===== src/rtl/mips_pkg.sv =====
// Shared MIPS core types: datapath widths, R-type funct codes, alu_op encodings.
// Pure declarations; no timing or backpressure of its own.
package mips_pkg;

    localparam int DATA_W     = 32;
    localparam int REG_ADDR_W = 5;

    localparam logic [5:0] FN_ADD = 6'b100000;
    localparam logic [5:0] FN_SUB = 6'b100010;
    localparam logic [5:0] FN_AND = 6'b100100;
    localparam logic [5:0] FN_OR  = 6'b100101;
    localparam logic [5:0] FN_XOR = 6'b100110;
    localparam logic [5:0] FN_NOR = 6'b100111;
    localparam logic [5:0] FN_SLT = 6'b101010;

    typedef enum logic [1:0] {
        ALU_ADD   = 2'b00,
        ALU_SUB   = 2'b01,
        ALU_FUNCT = 2'b10,
        ALU_SLT   = 2'b11
    } alu_op_e;

    typedef struct packed {
        logic valid;
        logic reg_write;
        logic mem_read;
        logic mem_write;
        logic mem_to_reg;
    } ex_ctrl_t;

    function automatic logic [5:0] alu_selection(input logic [1:0] alu_op, input logic [5:0] funct);
        case (alu_op)
            ALU_ADD:   return FN_ADD;
            ALU_SUB:   return FN_SUB;
            ALU_FUNCT: return funct;
            default:   return FN_SLT;
        endcase
    endfunction

    // True when writer index rd is a live source of the instruction (rt only counts without an immediate).
    function automatic logic reads_reg(input logic [REG_ADDR_W-1:0] rd, input logic [REG_ADDR_W-1:0] rs,
                                       input logic [REG_ADDR_W-1:0] rt, input logic alu_src);
        return (rd != '0) && ((rd == rs) || ((rd == rt) && !alu_src));
    endfunction

endpackage


===== src/rtl/id_ex_stage_if.sv =====
// ID/EX stage bus: decode inputs, writeback snoop ports and ALU-facing outputs.
// master = ID/pipeline side driving the stage, slave = the id_ex_stage itself.
interface id_ex_stage_if #(
    parameter int DATA_W     = 32,
    parameter int REG_ADDR_W = 5
);
    logic                  hold;
    logic                  flush;
    logic                  id_valid;
    logic [DATA_W-1:0]     id_rs_data;
    logic [DATA_W-1:0]     id_rt_data;
    logic [DATA_W-1:0]     id_imm;
    logic [REG_ADDR_W-1:0] id_rs;
    logic [REG_ADDR_W-1:0] id_rt;
    logic [REG_ADDR_W-1:0] id_rd;
    logic [5:0]            id_funct;
    logic [1:0]            id_alu_op;
    logic                  id_alu_src;
    logic                  id_reg_dst;
    logic                  id_reg_write;
    logic                  id_mem_read;
    logic                  id_mem_write;
    logic                  id_mem_to_reg;
    logic                  exmem_reg_write;
    logic [REG_ADDR_W-1:0] exmem_rd;
    logic [DATA_W-1:0]     exmem_result;
    logic                  memwb_reg_write;
    logic [REG_ADDR_W-1:0] memwb_rd;
    logic [DATA_W-1:0]     memwb_result;
    logic                  hazard_stall;
    logic                  ex_valid;
    logic [DATA_W-1:0]     op1;
    logic [DATA_W-1:0]     op2;
    logic [5:0]            selection;
    logic [DATA_W-1:0]     ex_store_data;
    logic [REG_ADDR_W-1:0] ex_dest;
    logic                  ex_reg_write;
    logic                  ex_mem_read;
    logic                  ex_mem_write;
    logic                  ex_mem_to_reg;

    modport master (
        output hold, flush, id_valid, id_rs_data, id_rt_data, id_imm, id_rs, id_rt, id_rd,
               id_funct, id_alu_op, id_alu_src, id_reg_dst, id_reg_write, id_mem_read,
               id_mem_write, id_mem_to_reg, exmem_reg_write, exmem_rd, exmem_result,
               memwb_reg_write, memwb_rd, memwb_result,
        input  hazard_stall, ex_valid, op1, op2, selection, ex_store_data, ex_dest,
               ex_reg_write, ex_mem_read, ex_mem_write, ex_mem_to_reg
    );

    modport slave (
        input  hold, flush, id_valid, id_rs_data, id_rt_data, id_imm, id_rs, id_rt, id_rd,
               id_funct, id_alu_op, id_alu_src, id_reg_dst, id_reg_write, id_mem_read,
               id_mem_write, id_mem_to_reg, exmem_reg_write, exmem_rd, exmem_result,
               memwb_reg_write, memwb_rd, memwb_result,
        output hazard_stall, ex_valid, op1, op2, selection, ex_store_data, ex_dest,
               ex_reg_write, ex_mem_read, ex_mem_write, ex_mem_to_reg
    );
endinterface


===== src/rtl/id_ex_stage_fwd_mux.sv =====
// 3:1 priority operand forwarding: EX/MEM writer, then MEM/WB writer, then register data.
// Purely combinational; no state, no backpressure.
module fwd_mux #(
    parameter int DATA_W     = 32,
    parameter int REG_ADDR_W = 5
) (
    input  logic [REG_ADDR_W-1:0] src,
    input  logic [DATA_W-1:0]     reg_data,
    input  logic                  exmem_we,
    input  logic [REG_ADDR_W-1:0] exmem_rd,
    input  logic [DATA_W-1:0]     exmem_result,
    input  logic                  memwb_we,
    input  logic [REG_ADDR_W-1:0] memwb_rd,
    input  logic [DATA_W-1:0]     memwb_result,
    output logic [DATA_W-1:0]     data
);
    always_comb begin
        data = reg_data;
        if (memwb_we && (memwb_rd == src) && (src != '0))
            data = memwb_result;
        if (exmem_we && (exmem_rd == src) && (src != '0))
            data = exmem_result;
    end
endmodule


===== src/rtl/id_ex_stage.sv =====
// ID/EX register + ALU selection decode + forwarding/hazard detect (FORWARDING_EN enables bypassing).
// Latency: one edge ID->EX; priority flush > hold > hazard bubble > load; op1/op2/hazard_stall combinational.
module id_ex_stage #(
    parameter int DATA_W     = 32,
    parameter int REG_ADDR_W = 5
) (
    input  logic         clk,
    input  logic         rst,
    id_ex_stage_if.slave bus
);
    import mips_pkg::*;

    ex_ctrl_t              ex_ctrl;
    logic                  ex_alu_src;
    logic [DATA_W-1:0]     ex_rs_data;
    logic [DATA_W-1:0]     ex_rt_data;
    logic [DATA_W-1:0]     ex_imm;
    logic [REG_ADDR_W-1:0] ex_rs;
    logic [REG_ADDR_W-1:0] ex_rt;
    logic [REG_ADDR_W-1:0] ex_dest;
    logic [5:0]            ex_sel;
    logic                  hazard_stall;
    logic                  exmem_fwd_we;
    logic                  memwb_fwd_we;
    logic [DATA_W-1:0]     rs_fwd;
    logic [DATA_W-1:0]     rt_fwd;

`ifdef FORWARDING_EN
    assign exmem_fwd_we = bus.exmem_reg_write;
    assign memwb_fwd_we = bus.memwb_reg_write;
    // Only a load in EX cannot be bypassed in time.
    assign hazard_stall = bus.id_valid & ex_ctrl.valid & ex_ctrl.mem_read &
                          reads_reg(ex_dest, bus.id_rs, bus.id_rt, bus.id_alu_src);
`else
    assign exmem_fwd_we = 1'b0;
    assign memwb_fwd_we = 1'b0;
    // MEM/WB is covered by write-before-read in the register file.
    assign hazard_stall = bus.id_valid &
                          ((ex_ctrl.valid & ex_ctrl.reg_write &
                            reads_reg(ex_dest, bus.id_rs, bus.id_rt, bus.id_alu_src)) |
                           (bus.exmem_reg_write &
                            reads_reg(bus.exmem_rd, bus.id_rs, bus.id_rt, bus.id_alu_src)));
`endif

    always_ff @(posedge clk or posedge rst) begin
        if (rst) begin
            ex_ctrl    <= '0;
            ex_alu_src <= 1'b0;
            ex_rs_data <= '0;
            ex_rt_data <= '0;
            ex_imm     <= '0;
            ex_rs      <= '0;
            ex_rt      <= '0;
            ex_dest    <= '0;
            ex_sel     <= FN_ADD;
        end else if (bus.flush) begin
            ex_ctrl <= '0;
        end else if (!bus.hold) begin
            if (hazard_stall) begin
                ex_ctrl <= '0;
            end else begin
                ex_ctrl    <= '{valid: bus.id_valid, reg_write: bus.id_reg_write,
                                mem_read: bus.id_mem_read, mem_write: bus.id_mem_write,
                                mem_to_reg: bus.id_mem_to_reg};
                ex_alu_src <= bus.id_alu_src;
                ex_rs_data <= bus.id_rs_data;
                ex_rt_data <= bus.id_rt_data;
                ex_imm     <= bus.id_imm;
                ex_rs      <= bus.id_rs;
                ex_rt      <= bus.id_rt;
                ex_dest    <= bus.id_reg_dst ? bus.id_rd : bus.id_rt;
                ex_sel     <= alu_selection(bus.id_alu_op, bus.id_funct);
            end
        end
    end

    fwd_mux #(.DATA_W(DATA_W), .REG_ADDR_W(REG_ADDR_W)) u_fwd_rs (
        .src(ex_rs), .reg_data(ex_rs_data),
        .exmem_we(exmem_fwd_we), .exmem_rd(bus.exmem_rd), .exmem_result(bus.exmem_result),
        .memwb_we(memwb_fwd_we), .memwb_rd(bus.memwb_rd), .memwb_result(bus.memwb_result),
        .data(rs_fwd)
    );

    fwd_mux #(.DATA_W(DATA_W), .REG_ADDR_W(REG_ADDR_W)) u_fwd_rt (
        .src(ex_rt), .reg_data(ex_rt_data),
        .exmem_we(exmem_fwd_we), .exmem_rd(bus.exmem_rd), .exmem_result(bus.exmem_result),
        .memwb_we(memwb_fwd_we), .memwb_rd(bus.memwb_rd), .memwb_result(bus.memwb_result),
        .data(rt_fwd)
    );

    assign bus.hazard_stall  = hazard_stall;
    assign bus.ex_valid      = ex_ctrl.valid;
    assign bus.ex_reg_write  = ex_ctrl.reg_write;
    assign bus.ex_mem_read   = ex_ctrl.mem_read;
    assign bus.ex_mem_write  = ex_ctrl.mem_write;
    assign bus.ex_mem_to_reg = ex_ctrl.mem_to_reg;
    assign bus.ex_dest       = ex_dest;
    assign bus.selection     = ex_sel;
    assign bus.op1           = rs_fwd;
    assign bus.op2           = ex_alu_src ? ex_imm : rt_fwd;
    assign bus.ex_store_data = rt_fwd;
endmodule


===== src/flat_wrapper.sv =====
// flat-port wrapper written by rule: the top's interface ports become plain ports
module id_ex_stage_flat import mips_pkg::*;
#(
    parameter int DATA_W     = 32,
    parameter int REG_ADDR_W = 5
)
  (clk, rst, bus_hold, bus_flush, bus_id_valid, bus_id_rs_data, bus_id_rt_data, bus_id_imm, bus_id_rs, bus_id_rt, bus_id_rd, bus_id_funct, bus_id_alu_op, bus_id_alu_src, bus_id_reg_dst, bus_id_reg_write, bus_id_mem_read, bus_id_mem_write, bus_id_mem_to_reg, bus_exmem_reg_write, bus_exmem_rd, bus_exmem_result, bus_memwb_reg_write, bus_memwb_rd, bus_memwb_result, bus_hazard_stall, bus_ex_valid, bus_op1, bus_op2, bus_selection, bus_ex_store_data, bus_ex_dest, bus_ex_reg_write, bus_ex_mem_read, bus_ex_mem_write, bus_ex_mem_to_reg);
  id_ex_stage_if #(.DATA_W(DATA_W), .REG_ADDR_W(REG_ADDR_W)) bus_i ();
  input  logic clk;
  input  logic rst;
  input wire logic [$bits(bus_i.hold)-1:0] bus_hold;
  input wire logic [$bits(bus_i.flush)-1:0] bus_flush;
  input wire logic [$bits(bus_i.id_valid)-1:0] bus_id_valid;
  input wire logic [$bits(bus_i.id_rs_data)-1:0] bus_id_rs_data;
  input wire logic [$bits(bus_i.id_rt_data)-1:0] bus_id_rt_data;
  input wire logic [$bits(bus_i.id_imm)-1:0] bus_id_imm;
  input wire logic [$bits(bus_i.id_rs)-1:0] bus_id_rs;
  input wire logic [$bits(bus_i.id_rt)-1:0] bus_id_rt;
  input wire logic [$bits(bus_i.id_rd)-1:0] bus_id_rd;
  input wire logic [$bits(bus_i.id_funct)-1:0] bus_id_funct;
  input wire logic [$bits(bus_i.id_alu_op)-1:0] bus_id_alu_op;
  input wire logic [$bits(bus_i.id_alu_src)-1:0] bus_id_alu_src;
  input wire logic [$bits(bus_i.id_reg_dst)-1:0] bus_id_reg_dst;
  input wire logic [$bits(bus_i.id_reg_write)-1:0] bus_id_reg_write;
  input wire logic [$bits(bus_i.id_mem_read)-1:0] bus_id_mem_read;
  input wire logic [$bits(bus_i.id_mem_write)-1:0] bus_id_mem_write;
  input wire logic [$bits(bus_i.id_mem_to_reg)-1:0] bus_id_mem_to_reg;
  input wire logic [$bits(bus_i.exmem_reg_write)-1:0] bus_exmem_reg_write;
  input wire logic [$bits(bus_i.exmem_rd)-1:0] bus_exmem_rd;
  input wire logic [$bits(bus_i.exmem_result)-1:0] bus_exmem_result;
  input wire logic [$bits(bus_i.memwb_reg_write)-1:0] bus_memwb_reg_write;
  input wire logic [$bits(bus_i.memwb_rd)-1:0] bus_memwb_rd;
  input wire logic [$bits(bus_i.memwb_result)-1:0] bus_memwb_result;
  output wire logic [$bits(bus_i.hazard_stall)-1:0] bus_hazard_stall;
  output wire logic [$bits(bus_i.ex_valid)-1:0] bus_ex_valid;
  output wire logic [$bits(bus_i.op1)-1:0] bus_op1;
  output wire logic [$bits(bus_i.op2)-1:0] bus_op2;
  output wire logic [$bits(bus_i.selection)-1:0] bus_selection;
  output wire logic [$bits(bus_i.ex_store_data)-1:0] bus_ex_store_data;
  output wire logic [$bits(bus_i.ex_dest)-1:0] bus_ex_dest;
  output wire logic [$bits(bus_i.ex_reg_write)-1:0] bus_ex_reg_write;
  output wire logic [$bits(bus_i.ex_mem_read)-1:0] bus_ex_mem_read;
  output wire logic [$bits(bus_i.ex_mem_write)-1:0] bus_ex_mem_write;
  output wire logic [$bits(bus_i.ex_mem_to_reg)-1:0] bus_ex_mem_to_reg;
  assign bus_i.hold = bus_hold;
  assign bus_i.flush = bus_flush;
  assign bus_i.id_valid = bus_id_valid;
  assign bus_i.id_rs_data = bus_id_rs_data;
  assign bus_i.id_rt_data = bus_id_rt_data;
  assign bus_i.id_imm = bus_id_imm;
  assign bus_i.id_rs = bus_id_rs;
  assign bus_i.id_rt = bus_id_rt;
  assign bus_i.id_rd = bus_id_rd;
  assign bus_i.id_funct = bus_id_funct;
  assign bus_i.id_alu_op = bus_id_alu_op;
  assign bus_i.id_alu_src = bus_id_alu_src;
  assign bus_i.id_reg_dst = bus_id_reg_dst;
  assign bus_i.id_reg_write = bus_id_reg_write;
  assign bus_i.id_mem_read = bus_id_mem_read;
  assign bus_i.id_mem_write = bus_id_mem_write;
  assign bus_i.id_mem_to_reg = bus_id_mem_to_reg;
  assign bus_i.exmem_reg_write = bus_exmem_reg_write;
  assign bus_i.exmem_rd = bus_exmem_rd;
  assign bus_i.exmem_result = bus_exmem_result;
  assign bus_i.memwb_reg_write = bus_memwb_reg_write;
  assign bus_i.memwb_rd = bus_memwb_rd;
  assign bus_i.memwb_result = bus_memwb_result;
  assign bus_hazard_stall = bus_i.hazard_stall;
  assign bus_ex_valid = bus_i.ex_valid;
  assign bus_op1 = bus_i.op1;
  assign bus_op2 = bus_i.op2;
  assign bus_selection = bus_i.selection;
  assign bus_ex_store_data = bus_i.ex_store_data;
  assign bus_ex_dest = bus_i.ex_dest;
  assign bus_ex_reg_write = bus_i.ex_reg_write;
  assign bus_ex_mem_read = bus_i.ex_mem_read;
  assign bus_ex_mem_write = bus_i.ex_mem_write;
  assign bus_ex_mem_to_reg = bus_i.ex_mem_to_reg;
  id_ex_stage #(.DATA_W(DATA_W), .REG_ADDR_W(REG_ADDR_W)) u_core (.clk(clk), .rst(rst), .bus(bus_i));
endmodule

===== config.mk =====
export PLATFORM = sky130hd
export DESIGN_NAME = id_ex_stage_flat
export DESIGN_NICKNAME = d
export VERILOG_FILES = /design/src/rtl/mips_pkg.sv /design/src/rtl/id_ex_stage_if.sv /design/src/rtl/id_ex_stage_fwd_mux.sv /design/src/rtl/id_ex_stage.sv /design/src/flat_wrapper.sv
export SDC_FILE = /design/constraint.sdc
export NUM_CORES = 1
export LEC_CHECK = 0
export CORE_ASPECT_RATIO = 1.25
export CORE_MARGIN = 10
export CORE_UTILIZATION = 44
export DETAILED_ROUTE_END_ITERATION = 10
export GPL_TIMING_DRIVEN = 0
export PLACE_DENSITY = 0.82
export SYNTH_ARGS = -nofsm -noshare
export SYNTH_HDL_FRONTEND = slang
export SYNTH_HIERARCHICAL = 1
export SYNTH_SLANG_ARGS = --single-unit

===== constraint.sdc =====
create_clock -name clk -period 5.55 [get_ports clk]
set_input_delay 1.11 -clock clk [delete_from_list [all_inputs] [get_ports clk]]
set_output_delay 1.11 -clock clk [all_outputs]
set_load 0.02 [all_outputs]

# After elaboration in Yosys (flattened, before gate mapping)
# Index checks and enable logic that the tools add are counted.
# W data, S select, Z words.
[totals]
ff_bits = 113
out_inout_bits = 113
wordCells = 43
[classes]
mux = 6
bitwise = 8
n_reduce_logical = 11
n_eq_ne = 7
[op_table]
columns = ["op", "count"]
rows = [
  ["$mux W32", 1],
  ["$eq A5 B5 Y1", 4],
  ["$mux W5", 4],
  ["$pmux W6 S3", 1],
  ["$reduce_bool A5 Y1", 2],
  ["$and A1 B1 Y1", 4],
  ["$logic_and A1 B1 Y1", 4],
  ["$not A1 Y1", 3],
  ["$reduce_and A3 Y1", 1],
  ["$eq A2 B1 Y1 const B", 1],
  ["$eq A2 B2 Y1 const B", 1],
  ["$logic_not A2 Y1", 1],
  ["$logic_or A1 B1 Y1", 2],
  ["$ne A2 B1 Y1 const B", 1],
  ["$logic_not A1 Y1", 1],
  ["$or A1 B1 Y1", 1],
]

# Depth between registers and ports, before layout
[logic_depth]
ltp_word = 10
depth_mapped = 8
ltp_nobuf = 5

# Hierarchy
# The synthesis kept the hierarchy.
[modules_own_cells]
columns = ["module", "area_per_inst_um2", "cells_per_inst", "instances"]
rows = [
  ["id_ex_stage", 5455.2, 367, 1],
  ["fwd_mux", 1103.6, 198, 2],
]

# Worst setup path before layout
# No wires, ideal clock.
[synth_timing]
kind = "input -> output"
from = "in bus_id_rt[0]"
to = "out bus_hazard_stall"
setup_slack_ns = 2.313
arrival_ns = 2.127
cell_stages = 4
required_time_ns = 4.440
cell_sequence = "xnor2_1 > nand4_1 > o32a_1 > o22ai_1"
[synth_between]
elab_chain_cells = 7
elab_cells_between_ends = 12
[synth_lines]
columns = ["item", "line", "text"]
rows = [
  ["from (decl)", "flat_wrapper.sv:18", "input wire logic [$bits(bus_i.id_rt)-1:0] bus_id_rt;"],
  ["$eq A5 B5 Y1", "mips_pkg.sv:43", "return (rd != '0) && ((rd == rs) || ((rd == rt) && !alu_src));"],
  ["$logic_and A1 B1 Y1", "mips_pkg.sv:43", ""],
  ["$logic_or A1 B1 Y1", "mips_pkg.sv:43", ""],
  ["$logic_and A1 B1 Y1", "mips_pkg.sv:43", ""],
  ["$and A1 B1 Y1, on equally long branches", "id_ex_stage.sv:39, id_ex_stage.sv:41", ""],
  ["$or A1 B1 Y1 (*)", "id_ex_stage.sv:40", "reads_reg(ex_dest, bus.id_rs, bus.id_rt, bus.id_alu_src)) |"],
  ["$and A1 B1 Y1 (*)", "id_ex_stage.sv:38", "assign hazard_stall = bus.id_valid &"],
  ["to (decl)", "flat_wrapper.sv:34", "output wire logic [$bits(bus_i.hazard_stall)-1:0] bus_hazard_stall;"],
]
# Every way passes the cells marked *; elsewhere a longest branch is shown, timed or not.

# Worst setup path in the final report
[layout_timing]
from = "in bus_exmem_rd[0]"
to = "out bus_hazard_stall"
[layout_between]
elab_chain_cells = 7
elab_cells_between_ends = 9
[layout_lines]
columns = ["item", "line", "text"]
rows = [
  ["from (decl)", "flat_wrapper.sv:29", "input wire logic [$bits(bus_i.exmem_rd)-1:0] bus_exmem_rd;"],
  ["$eq A5 B5 Y1", "mips_pkg.sv:43", ""],
  ["$logic_and A1 B1 Y1", "mips_pkg.sv:43", ""],
  ["$logic_or A1 B1 Y1", "mips_pkg.sv:43", ""],
  ["$logic_and A1 B1 Y1 (*)", "mips_pkg.sv:43", ""],
  ["$and A1 B1 Y1 (*)", "id_ex_stage.sv:41", "(bus.exmem_reg_write &"],
  ["$or A1 B1 Y1 (*)", "id_ex_stage.sv:40", ""],
  ["$and A1 B1 Y1 (*)", "id_ex_stage.sv:38", ""],
]
# Marks and branches as above.

==> run metrics <==
status=complete, no violations; Synth Area in Compound Gates=12.3%; CP Launch Type=input pin; Cell variety after synth=36; reg2reg start=u_core/bus.ex_dest[4]; number of synthesized register bits=123; fmax=226 MHz; Slew @ Worst Pin=0.770 ns; Seq pwr share=31.3%; worst clock skew=0.00747 ns; Period Utilization, post-route=79.6%; fillers=1,357; worst hold path depth=1; Slew Limit Fails=0; Synth Instances=763; # rows=53; max incr delay on CP=between 0.6 and 0.7 ns; Synth area leaders=dfrtp_1 40%, mux2_2 19%, a31oi_1 5.2%, or3_1 5.2%, xnor2_1 4.3%; Synth Area in Simple Gates=11.8%; Setup Buffers After CTS=0; commonest non-fill, non-tap cell in the layout=clkdlybuf4s50_1; Vias/cell=between 5 and 6; CP Capture Type=output port; worst r2r path cells=7; Ys Warns=6; FF-to-FF setup slack=2.90 ns; largest net degree at the start of global routing=68; GRT overflow=0; clock root buffer master=clkbuf_16; Area Growth Syn to Fin=53.0%; EDFF count, synth=0; GRT Total Usage=between 20 and 25%; final worst slack=1.13 ns; MaxCap Viol Count=0; DRT Pass-1 Iters=5; port bufs=317; Yosys top cell area share=39.8%; DRC Markers=0; Placed Cells=between 1,000 and 1,500; crit-path max FO=7; CTS sink cnt=about 120; XOR/XNOR Fraction of Synth Area=approximately 4.6%; Post-Layout Cell Count=1,336; Worst-Skew Late Latency=0.42 ns; first-pass GRT wire length=45,800 um; WP data required=approximately 4.4 ns; peak supply drop=roughly 0.22 mV; hold_sp=u_core/ex_rs_data[18]; leakage=4.63 nW; Via Count=7,369; Setup TNS=0 ns; initial core utilization=45.1%; Synth area leader=dfrtp_1; share of layout cells above drive strength 1=19.9%; Avg Cell Area, Syn=between 10 and 15 sq um; drt total wl=30,100 um; Die X-Extent=138 um; RSZ-0062 raised after global routing=false; Resized Gates After CTS=0; htree depth=4; sw frac=roughly 33%; Worst Hold End=u_core/ex_rs_data[18]; Finished Core Util=69.0%; CTS tree=done; # IOs=319; placed wire-length estimate=23,000 um; clock share of power=29.8%; most frequent cells in the layout=317 x clkdlybuf4s50_1, 131 x mux2_2, 122 x dfrtp_1, 69 x inv_1; P_sw=between 1 and 1.5 mW; CP max stage cell=clkdlybuf4s50_1; CP dominant cell by count=clkdlybuf4s50_1; pwr dens=306 nW/um^2; fin nets=1,309; CP cell instances=clkdlybuf4s50_1, xnor2_1, nand4_1, o32a_1, o22ai_1, clkdlybuf4s50_1; final instance area=11,700 sq um; HP Class=flip-flop to flip-flop; Routed WL per cell=about 22 um; Antenna Cells=0; initial antenna violation count=1; Largest regs=u_core/ex_imm: 32 flops, u_core/ex_rs_data: 32 flops, u_core/ex_rt_data: 32 flops; FFs w/ async S/R, synth=100%; CTS Hold Buffers Added=0; core area=17,000 sq um; critical path class=input pin to output port; multiplexer area fraction after synthesis=between 20% and 30%; fin crit period=4.42 ns; Num CTS Buffers=17; sequential-to-total area share from yosys stat=40.2%; max_slew headroom=48.7%; Setup Viol. Count Final=0; Mapped Area=between 7000 and 8000 sq um; Post-DP Area=11,200 sq um; Reg clk slew, reported paths=0.05 ns; First DRT Iteration DRCs=631; Combinational Power Share=38.9%; largest family of logic cells by synthesized area=multiplexers; ANT nets after route=0; Post-Synth Adder-Cell Area=0%; Longest Clk Path Bufs=2; Die Span Y=168 um; Place WS=1.13 ns; via count of the first global-routing pass=7,755; Final Hold Fails=0; Final Wtd Congestion=around 0.89; RR Endpoint=u_core/ex_rt_data[0]; Post-synth top flop=dfrtp_1; crit path DAT=3.31 ns; die area=approximately 23,000 sq um; design internal power=2.39 mW
## cell type report
class / instances / area [sq um] / share of cell area (%)
buffer: 62 / 325 / 2.78
clock buffer: 22 / 474 / 4.05
clock inverter: 10 / 92.6 / 0.790
inverter: 70 / 268 / 2.28
timing repair buffer: 318 / 3200 / 27.3
sequential: 123 / 3080 / 26.3
tap: 220 / 275 / 2.35
multi-input combinational: 511 / 4010 / 34.2
## worst max-delay path: cells and delay by family
family,cells,cell delay (ns)
buf+inv,2,1.33
compound gates,2,0.59
xor+xnor,1,0.17
simple gates,1,0.11
## synthesized netlist by cell type, types with 5 or more instances
library cell	instances
mux2_2	131
dfrtp_1	122
inv_1	70
a31oi_1	64
nor3_1	64
or3_1	64
o21ai_0	62
xnor2_1	38
clkbuf_1	27
buf_2	20
mux2_4	15
buf_4	12
nand2_1	10
a21oi_1	6
nand4_1	6
nor2b_1	6
o221ai_1	6
mux2i_1	5
## logic make-up (layout without fill, tap and decap cells)
family	count (synthesis)	in the layout
mux	155	155
simple gates	160	160
compound gates	152	152
flops	123	123
buf+inv	132	482
other cells	1	4
xor+xnor	40	40
## per-stage QoR
step / hold WS (ns) / total power, mW
2_1_floorplan: 0.473 / 1.84
3_3_place_gp: 0.481 / 2.47
3_5_place_dp: 0.487 / 2.49
4_1_cts: 0.499 / 3.58
5_1_grt: 0.509 / 3.75
6_report: 0.498 / 3.59
## routing by layer
metal	GRT usage, %	routed length, um
met5	0	0
met4	10.4	952
met3	6.51	2160
met2	43.0	15200
met1	28.1	11800
## power groups by stage
stage | logic (mW) | clock network [mW] | registers (mW)
after floorplan | 0.721 | 0 | 1.12
after detailed placement | 1.36 | 0 | 1.14
after CTS | 1.37 | 1.09 | 1.12
after global placement | 1.34 | 0 | 1.13
final | 1.40 | 1.07 | 1.12
after global routing | 1.48 | 1.13 | 1.14
## worst max path at each step
stage	end	cells after the start	slack, ns	start
2_1_floorplan	u_core/bus.ex_dest[0]	1	1.17	rst
3_3_place_gp	u_core/ex_imm[19]	2	-0.78	rst
3_5_place_dp	bus_hazard_stall	6	1.13	bus_exmem_rd[0]
4_1_cts	bus_hazard_stall	6	1.12	bus_exmem_rd[0]
5_1_grt	bus_hazard_stall	6	1.08	bus_exmem_rd[0]
6_report	bus_hazard_stall	6	1.13	bus_exmem_rd[0]
(Power assumes the default switching activity.)
